==> src/rtl/cheri_trvk_stage_pkg.sv <==
// rtl/cheri_trvk_stage_pkg.sv - shared constants and types for the CLC revocation stage
package cheri_trvk_stage_pkg;

   localparam logic [6:0] NullParBits = 7'h2a;

   // Each tsmap bit covers one 8B granule, so one 32-bit word covers 256B.
   localparam int unsigned GranuleLog2 = 3;
   localparam int unsigned WordBits    = 32;
   localparam int unsigned WordLog2    = 5;
   localparam int unsigned WordBytes   = WordBits << GranuleLog2;

   typedef struct packed {
      logic       en;
      logic       clrtag;
      logic [4:0] addr;
      logic [6:0] par;
   } trvk_req_t;

   function automatic logic [WordLog2-1:0] granule_bit(input logic [31:0] base);
      return base[GranuleLog2 +: WordLog2];
   endfunction

endpackage

==> src/rtl/prim_secded_inv_39_32_enc.sv <==
// rtl/prim_secded_inv_39_32_enc.sv - inverted Hsiao SECDED(39,32) encoder
module prim_secded_inv_39_32_enc (
   input  logic [31:0] data_i,
   output logic [38:0] data_o
);

   logic [6:0] ecc;

   assign ecc[0] = ^(data_i & 32'h2606_BD25);
   assign ecc[1] = ^(data_i & 32'hDEBA_8050);
   assign ecc[2] = ^(data_i & 32'h413D_89AA);
   assign ecc[3] = ^(data_i & 32'h3123_4ED1);
   assign ecc[4] = ^(data_i & 32'hC2C1_323B);
   assign ecc[5] = ^(data_i & 32'h2DCC_624C);
   assign ecc[6] = ^(data_i & 32'h9850_5586);

   // Inversion makes an all-zero word a detectable error.
   assign data_o = {ecc ^ 7'h2a, data_i};

endmodule

==> src/rtl/cheri_trvk_stage.sv <==
// rtl/cheri_trvk_stage.sv - CLC tag reservation / revocation stage between LSU and regfile
module cheri_trvk_stage
   import cheri_trvk_stage_pkg::*;
#(
   parameter logic [31:0] HeapBase   = 32'h8000_0000,
   parameter int unsigned TSMapSize  = 1024,
   parameter bit          CheriPPLBC = 1'b1
) (
   input  logic        clk_i,
   input  logic        rst_ni,
   input  logic        lsu_clc_req_done_i,
   input  logic [4:0]  lsu_clc_waddr_i,
   input  logic        lsu_resp_valid_i,
   input  logic        lsu_resp_is_clc_i,
   input  logic        lsu_resp_err_i,
   input  logic [4:0]  lsu_resp_waddr_i,
   input  logic        lsu_resp_tag_i,
   input  logic [31:0] lsu_resp_base_i,
   output logic        tsmap_cs_o,
   output logic [15:0] tsmap_addr_o,
   input  logic [31:0] tsmap_rdata_i,
   output logic        trsv_en_o,
   output logic [4:0]  trsv_addr_o,
   output logic [6:0]  trsv_par_o,
   output logic        trvk_en_o,
   output logic        trvk_clrtag_o,
   output logic [4:0]  trvk_addr_o,
   output logic [6:0]  trvk_par_o,
   output logic        alert_o
);

   localparam logic [31:0] TSMapBytes = 32'(TSMapSize * WordBytes);

   logic        clc_rsp, in_rng, lookup;
   logic [31:0] off;
   logic        trsv_en;
   trvk_req_t   trvk;
   logic [38:0] trsv_cw, trvk_cw;
   logic        unused_cw;

   logic        s1_vld_q, s1_vld_d;
   logic [4:0]  s1_addr_q, s1_addr_d;
   logic        s1_lkp_q, s1_lkp_d;
   logic [4:0]  s1_bit_q, s1_bit_d;
   logic [31:0] pend_q, pend_d;
   logic        alert_q, alert_d;

   assign trsv_en = CheriPPLBC & lsu_clc_req_done_i & (lsu_clc_waddr_i != 5'd0);

   assign clc_rsp = lsu_resp_valid_i & lsu_resp_is_clc_i & (lsu_resp_waddr_i != 5'd0);
   assign off     = lsu_resp_base_i - HeapBase;
   assign in_rng  = (lsu_resp_base_i >= HeapBase) & (off < TSMapBytes);
   assign lookup  = CheriPPLBC & clc_rsp & ~lsu_resp_err_i & lsu_resp_tag_i & in_rng;

   assign tsmap_cs_o   = lookup;
   assign tsmap_addr_o = lookup ? off[23:8] : 16'h0;

   prim_secded_inv_39_32_enc u_trsv_enc (
      .data_i ({26'h0, trsv_en, lsu_clc_waddr_i}),
      .data_o (trsv_cw)
   );

   assign trvk.en     = CheriPPLBC & s1_vld_q;
   assign trvk.addr   = s1_addr_q;
   assign trvk.clrtag = trvk.en & s1_lkp_q & tsmap_rdata_i[s1_bit_q];

   prim_secded_inv_39_32_enc u_trvk_enc (
      .data_i ({25'h0, trvk.en, trvk.clrtag, trvk.addr}),
      .data_o (trvk_cw)
   );

   assign trvk.par  = trvk_cw[38:32];
   assign unused_cw = ^{trsv_cw[31:0], trvk_cw[31:0]};

   assign trsv_en_o     = trsv_en;
   assign trsv_addr_o   = CheriPPLBC ? lsu_clc_waddr_i : 5'd0;
   assign trsv_par_o    = CheriPPLBC ? trsv_cw[38:32] : 7'd0;
   assign trvk_en_o     = trvk.en;
   assign trvk_clrtag_o = trvk.clrtag;
   assign trvk_addr_o   = CheriPPLBC ? trvk.addr : 5'd0;
   assign trvk_par_o    = CheriPPLBC ? trvk.par : 7'd0;
   assign alert_o       = alert_q;

   always_comb begin
      s1_vld_d  = clc_rsp;
      s1_addr_d = lsu_resp_waddr_i;
      s1_lkp_d  = lookup;
      s1_bit_d  = granule_bit(lsu_resp_base_i);

      // Release before reserve so a same-register trsv in the trvk cycle keeps the bit set.
      pend_d = pend_q;
      if (trvk.en) pend_d[trvk.addr] = 1'b0;
      if (trsv_en) pend_d[lsu_clc_waddr_i] = 1'b1;
      pend_d[0] = 1'b0;

      alert_d = CheriPPLBC &
                ((trvk.en & ~pend_q[trvk.addr]) |
                 (trsv_en & pend_q[lsu_clc_waddr_i] &
                  ~(trvk.en & (trvk.addr == lsu_clc_waddr_i))));
   end

   always_ff @(posedge clk_i or negedge rst_ni) begin
      if (!rst_ni) begin
         s1_vld_q  <= 1'b0;
         s1_addr_q <= 5'd0;
         s1_lkp_q  <= 1'b0;
         s1_bit_q  <= 5'd0;
         pend_q    <= 32'd0;
         alert_q   <= 1'b0;
      end else begin
         s1_vld_q  <= s1_vld_d;
         s1_addr_q <= s1_addr_d;
         s1_lkp_q  <= s1_lkp_d;
         s1_bit_q  <= s1_bit_d;
         pend_q    <= pend_d;
         alert_q   <= alert_d;
      end
   end

endmodule
==> config.mk <==
export PLATFORM = sky130hd
export DESIGN_NAME = cheri_trvk_stage
export DESIGN_NICKNAME = d
export VERILOG_FILES = /design/src/rtl/cheri_trvk_stage_pkg.sv /design/src/rtl/prim_secded_inv_39_32_enc.sv /design/src/rtl/cheri_trvk_stage.sv
export SDC_FILE = /design/constraint.sdc
export NUM_CORES = 1
export LEC_CHECK = 0
export CAP_MARGIN = 0
export CORE_MARGIN = 2
export CORE_UTILIZATION = 35
export CTS_BUF_LIST = sky130_fd_sc_hd__clkbuf_4
export CTS_CLUSTER_DIAMETER = 50
export DETAILED_ROUTE_END_ITERATION = 12
export PLACE_DENSITY = 0.81
export SETUP_SLACK_MARGIN = 0.4
export SLEW_MARGIN = 20
export SYNTH_ARGS = -nofsm -noshare
export SYNTH_HDL_FRONTEND = slang
export SYNTH_SLANG_ARGS = --single-unit
==> constraint.sdc <==
create_clock -name clk_i -period 2.05 [get_ports clk_i]
set_input_delay 0.205 -clock clk_i [delete_from_list [all_inputs] [get_ports clk_i]]
set_output_delay 0.205 -clock clk_i [all_outputs]
set_load 0.02 [all_outputs]
== Yosys cells after proc, flatten, opt, wreduce, memory -nomap -nowiden ==
Cells that the tools add are included.
W data, S select, Z words.

* Register bits after elaboration: 44
* Input bits: 81
* Output and inout port bits: 45
* Word-level logic and storage cells: 68

* Add/sub/neg operators: 1
* Order comparisons: 7
* Equal/unequal tests: 1
* Mux-type cells: 13
* Bitwise logic cells: 22
* Reductions and logical operators: 18

{| class="wikitable"
|+ Operators by type and width
! cell !! count
|-
| $reduce_xor A32 Y1 || 14
|-
| $mux W32 || 2
|-
| $and A32 B32 Y32 || 1
|-
| $ge A32 B32 Y1 const B || 1
|-
| $lt A32 B19 Y1 const B || 1
|-
| $not A32 Y32 || 1
|-
| $or A32 B32 Y32 || 1
|-
| $sub A32 B32 Y32 const B || 1
|-
| $lt A5 B6 Y1 const B || 3
|-
| $mux W16 || 1
|-
| $bmux W1 S5 || 3
|-
| $and A1 B1 Y1 || 13
|-
| $demux W1 S5 || 2
|-
| $ge A5 B1 Y1 const B || 2
|-
| $reduce_bool A5 Y1 || 2
|-
| $not A3 Y3 || 2
|-
| $eq A5 B5 Y1 || 1
|-
| $mux W1 || 5
|-
| $not A1 Y1 || 3
|-
| $logic_and A1 B1 Y1 || 2
|-
| $or A1 B1 Y1 || 1
|}

== Longest topological paths before layout ==
* Word-level depth: 9
* Gate-level depth with buffers: 8
* Gate-level depth less buffers: 6

== Cells and area by module ==
From an unflattened synthesis, not the netlist that was laid out.

* Cells, all modules: 428
* Area total of the unflattened synthesis: 4565.6 sq um

{| class="wikitable"
|+ By module, submodules not included
! module !! times used !! cells an instance !! area an instance (sq um) !! seq. area each (sq um)
|-
| cheri_trvk_stage || 1 || 254 || 2718.9 || 1101.1
|-
| prim_secded_inv_39_32_enc || 2 || 87 || 923.4 || 0.0
|}

== Least setup slack after synthesis ==
Ideal clock, no wire load.

* Path type: register to output
* Start point: register s1_bit_q[0]
* End point: output port trvk_par_o[2]
* Arrival time: 2269 ps
* Required time: 1845 ps
* Setup slack: -424 ps
* Cell stages (with the launch flop): 7
* Buffers on the path: 1
* Path through: dfrtp_1 -> buf_6 -> mux4_1 -> mux4_2 -> o211a_4 -> xnor2_4 -> xnor2_1

* Word-level cells in the longest chain between the ends: 4

{| class="wikitable"
|+ RTL lines
! element !! RTL line !! text
|-
| start: declaration || cheri_trvk_stage.sv:44 || <nowiki>logic [4:0] s1_bit_q, s1_bit_d;</nowiki>
|-
| start signal: assignment || cheri_trvk_stage.sv:114 || <nowiki>s1_bit_q <= s1_bit_d;</nowiki>
|-
| $bmux W1 S5 || cheri_trvk_stage.sv:65 || <nowiki>assign trvk.clrtag = trvk.en & s1_lkp_q & tsmap_rdata_i[s1_bit_q];</nowiki>
|-
| $mux W1 (implied by the code) || cheri_trvk_stage.sv:65 ||
|-
| $and A1 B1 Y1 || cheri_trvk_stage.sv:65 ||
|-
| via trvk_clrtag_o || cheri_trvk_stage.sv:26 || <nowiki>output logic trvk_clrtag_o,</nowiki>
|-
| $reduce_xor A32 Y1 || prim_secded_inv_39_32_enc.sv:11 || <nowiki>assign ecc[2] = ^(data_i & 32'h413D_89AA);</nowiki>
|-
| end: declaration || cheri_trvk_stage.sv:28 || <nowiki>output logic [6:0] trvk_par_o,</nowiki>
|}

The timed path passes the listed nets, and every way through them passes these cells. The select of a mux whose other input is x is not followed.

== Final worst setup path ==
* Start point: register s1_bit_q[0]
* End point: output port trvk_par_o[2]

* Word-level cells in the longest chain between the ends: 4

{| class="wikitable"
|+ RTL lines
! element !! RTL line
|-
| $bmux W1 S5 || cheri_trvk_stage.sv:65
|-
| $mux W1 (implied by the code) || cheri_trvk_stage.sv:65
|-
| $and A1 B1 Y1 || cheri_trvk_stage.sv:65
|-
| $reduce_xor A32 Y1 || prim_secded_inv_39_32_enc.sv:11
|}

Every way passes these cells. The select of a mux whose other input is x is not followed.

==> qor.yml <==
track_usage_pct: 23.4
yosys.area.top_type_share_pct: 36.6
grt_max_degree: 32
top_layer_used: "met4"
ant_nets: 0
finalInstanceArea_um2: 5080
synth_sequential_area_ratio_pct: 36.6
finalNetCount: 555
viasPerCell: 5.78
synthArstFlopShare_pct: 100
drt_wl_total_um: 11700
grt_overflow_total: 0
initial_core_util_pct: 36.4
cp-end-kind: "output port"
synth_top_cell_by_area: "dfrtp_1"
fp.dieArea_um2: 9350
cts.sinks: 44
diodes: 0
syn_area_per_cell_um2: 10.4
r2r_setup_slack_ns: 0.20
layout_commonest_cell: "buf_4"
grt_pass1_wl_um: 17400
total_leakage_power_uw: 0.00223
setup_viol: 4
ys_ff_latch: 44
min_to: "trvk_addr_o[3]$_DFF_PN0_"
arrival_ns: 2.61
timing.final.crit_share_pct: 137
remaining_drc_errors: 0
placed_area_um2: 4550
drv_cap: 0
slew_viol_final: 0
wl_met1_um: 3920
hold_path_depth: 2
hpwlAfterDp_um: 7700
violations: "negative setup slack"
reg2regPathDepth: 8
fmax_mhz: 355
min_from: "lsu_resp_waddr_i[3]"
antenna_found_initial: 0
cts_tree: "done"
synth_area_um2: 3010
status: "finished with violations"
p_total_uw: 2560
synth_cells: 289
via_count: 3298
met2_wirelength_um: 6310
pin_count: 126
ys_warn_count: 0
synth_flop_cell: "dfrtp_1"
crit_fanout: 5
drt_iter0_drc: 409
cp-start-kind: "register"
r2r_start: "trvk_addr_o[0]$_DFF_PN0_"
min_period_ns: 2.82
critPathKind: "register to output port"
first_global_vias: 3276
critPathRequiredTime_ns: 1.85
finalHoldViolCount: 0
place_congestion: 0.966
core_um2: 8260
synth-edff-count: 0
chipWidth_um: 96.7
ir_drop_uv: 290
regToRegEndpoint: "alert_o$_DFF_PN0_"
die-height_um: 96.7
grt_setup_unrepaired: "yes"
cts_inserted_buffers: 5
root_buffer: "clkbuf_4"
dr.pass1.iters: 5
syn_to_final_growth_pct: 68.9
clk_path_buf_depth: 2
wl_met3_um: 926
hp-class: "input port to register"
rows: 33
ys_top_cells_by_area: "dfrtp_1 (37%), mux4_2 (11%), o21ai_0 (11%)"
synth.distinct_cells: 40
clk_pin_slew_ns: 0.15
final_cell_mix: "buf_4 (61), clkdlybuf4s50_1 (60), o21ai_0 (58), dfrtp_1 (39), buf_6 (29)"
pwr_density_cell_nw_per_um2: 504
drive_gt1_share_pct: 38.4
htreeDepth: 2
fin_ws_ns: -0.767
fin_skew_ns: 0.0186
wire_per_inst_um: 20.5
clock_latency_ns: 0.37
port_buffers: 116
sequential cells by signal (all words and copies together) (netlist names):
name,cells
s1_lkp_q,1
pend_q,31
alert_o,1
trvk_addr_o,5
trvk_en_o,1
s1_bit_q,5
area by class of cell:
| type | count | area [µm²] |
|---|---|---|
| Multi-Input combinational cell | 210 | 1950 |
| Clock buffer | 7 | 52.6 |
| Fill cell | 634 | 3180 |
| Sequential cell | 44 | 1110 |
| Timing Repair Buffer | 189 | 1770 |
| Clock inverter | 1 | 3.75 |
| Tap cell | 105 | 131 |
| Inverter | 15 | 66.3 |
critical path, stage by stage (launching register included):
cell and delay, ns:
dfrtp_2 0.46, mux4_2 0.51, mux4_2 0.48, o211a_4 0.27, xnor2_4 0.24, xnor2_2 0.14, buf_4 0.15
cell families after synthesis:
group | after synthesis | synth area share [%]
simple gates | 57 | 9.94
compound gates | 80 | 15.1
buf+inv | 41 | 6.95
other cells | 1 | 0.125
xor+xnor | 24 | 7.61
mux | 33 | 20.0
fa+ha+maj | 9 | 3.74
flops | 44 | 36.6
cells in the mapped netlist, types with 2 or more instances:
master and number:
o21ai_0 65, dfrtp_1 44, nand2_1 17, mux4_2 15
inv_1 14, xnor2_1 14, mux2i_1 12, buf_4 11
and2_1 10, ha_1 9, nand3_1 9, xor2_1 9
clkbuf_1 8, nor2_1 6, buf_2 5, mux4_1 5
o22ai_1 5, nand2b_1 3, nor4_1 3, or3_1 3
a31oi_1 2, nand3b_1 2
through the flow:
step | utilization, % | setup TNS [ns] | setup WS [ns] | std cells | hold WS [ns]
after floorplan | - | -0.852 | -0.301 | 294 | -0.0906
after global placement | 55.1 | -9.85 | -0.963 | 530 | 0.112
after detailed placement | 55.1 | -10.52 | -1.01 | 530 | 0.120
after CTS | 59.4 | -2.85 | -0.819 | 563 | 0.00979
after global routing | 61.5 | -3.17 | -0.894 | 571 | -0.00222
final | 61.5 | -2.70 | -0.767 | 571 | 0.0116
report_power, final:
group	leakage, µW	switching [µW]	internal [µW]
Combinational	0.00173	468	545
Clock	0.0000338	294	159
Sequential	0.000464	104	993
Total	0.00223	865	1700
layer usage:
metal  up-vias  GRT usage [%]
met5         -              0
met4         0           7.48
met3        69           4.48
met2       221           42.6
met1      1620           27.7
li1       1388              -
worst max-delay path by stage:
| stage | startpoint | end | slack (ns) | cells after the start |
|---|---|---|---|---|
| global placement | tsmap_rdata_i[30] | trvk_par_o[4] | -0.96 | 7 |
| finish | s1_bit_q[0]$_DFF_PN0_ | trvk_par_o[2] | -0.77 | 6 |
| CTS | s1_bit_q[0]$_DFF_PN0_ | trvk_par_o[2] | -0.82 | 6 |
| global route | s1_bit_q[0]$_DFF_PN0_ | trvk_par_o[2] | -0.89 | 6 |
| floorplan | s1_bit_q[0]$_DFF_PN0_ | trvk_par_o[2] | -0.30 | 6 |
| detailed placement | tsmap_rdata_i[14] | trvk_par_o[2] | -1.01 | 7 |
what timing repair did:
item	in CTS	in global routing
hold endpoints to repair	15	0
setup endpoints to repair	40	38
pin swaps	22	24
gates cloned	1	0
setup buffers	21	8
hold buffers	3	0
gates resized for setup	202	54
No activity file was read; power rests on OpenSTA's default activity.
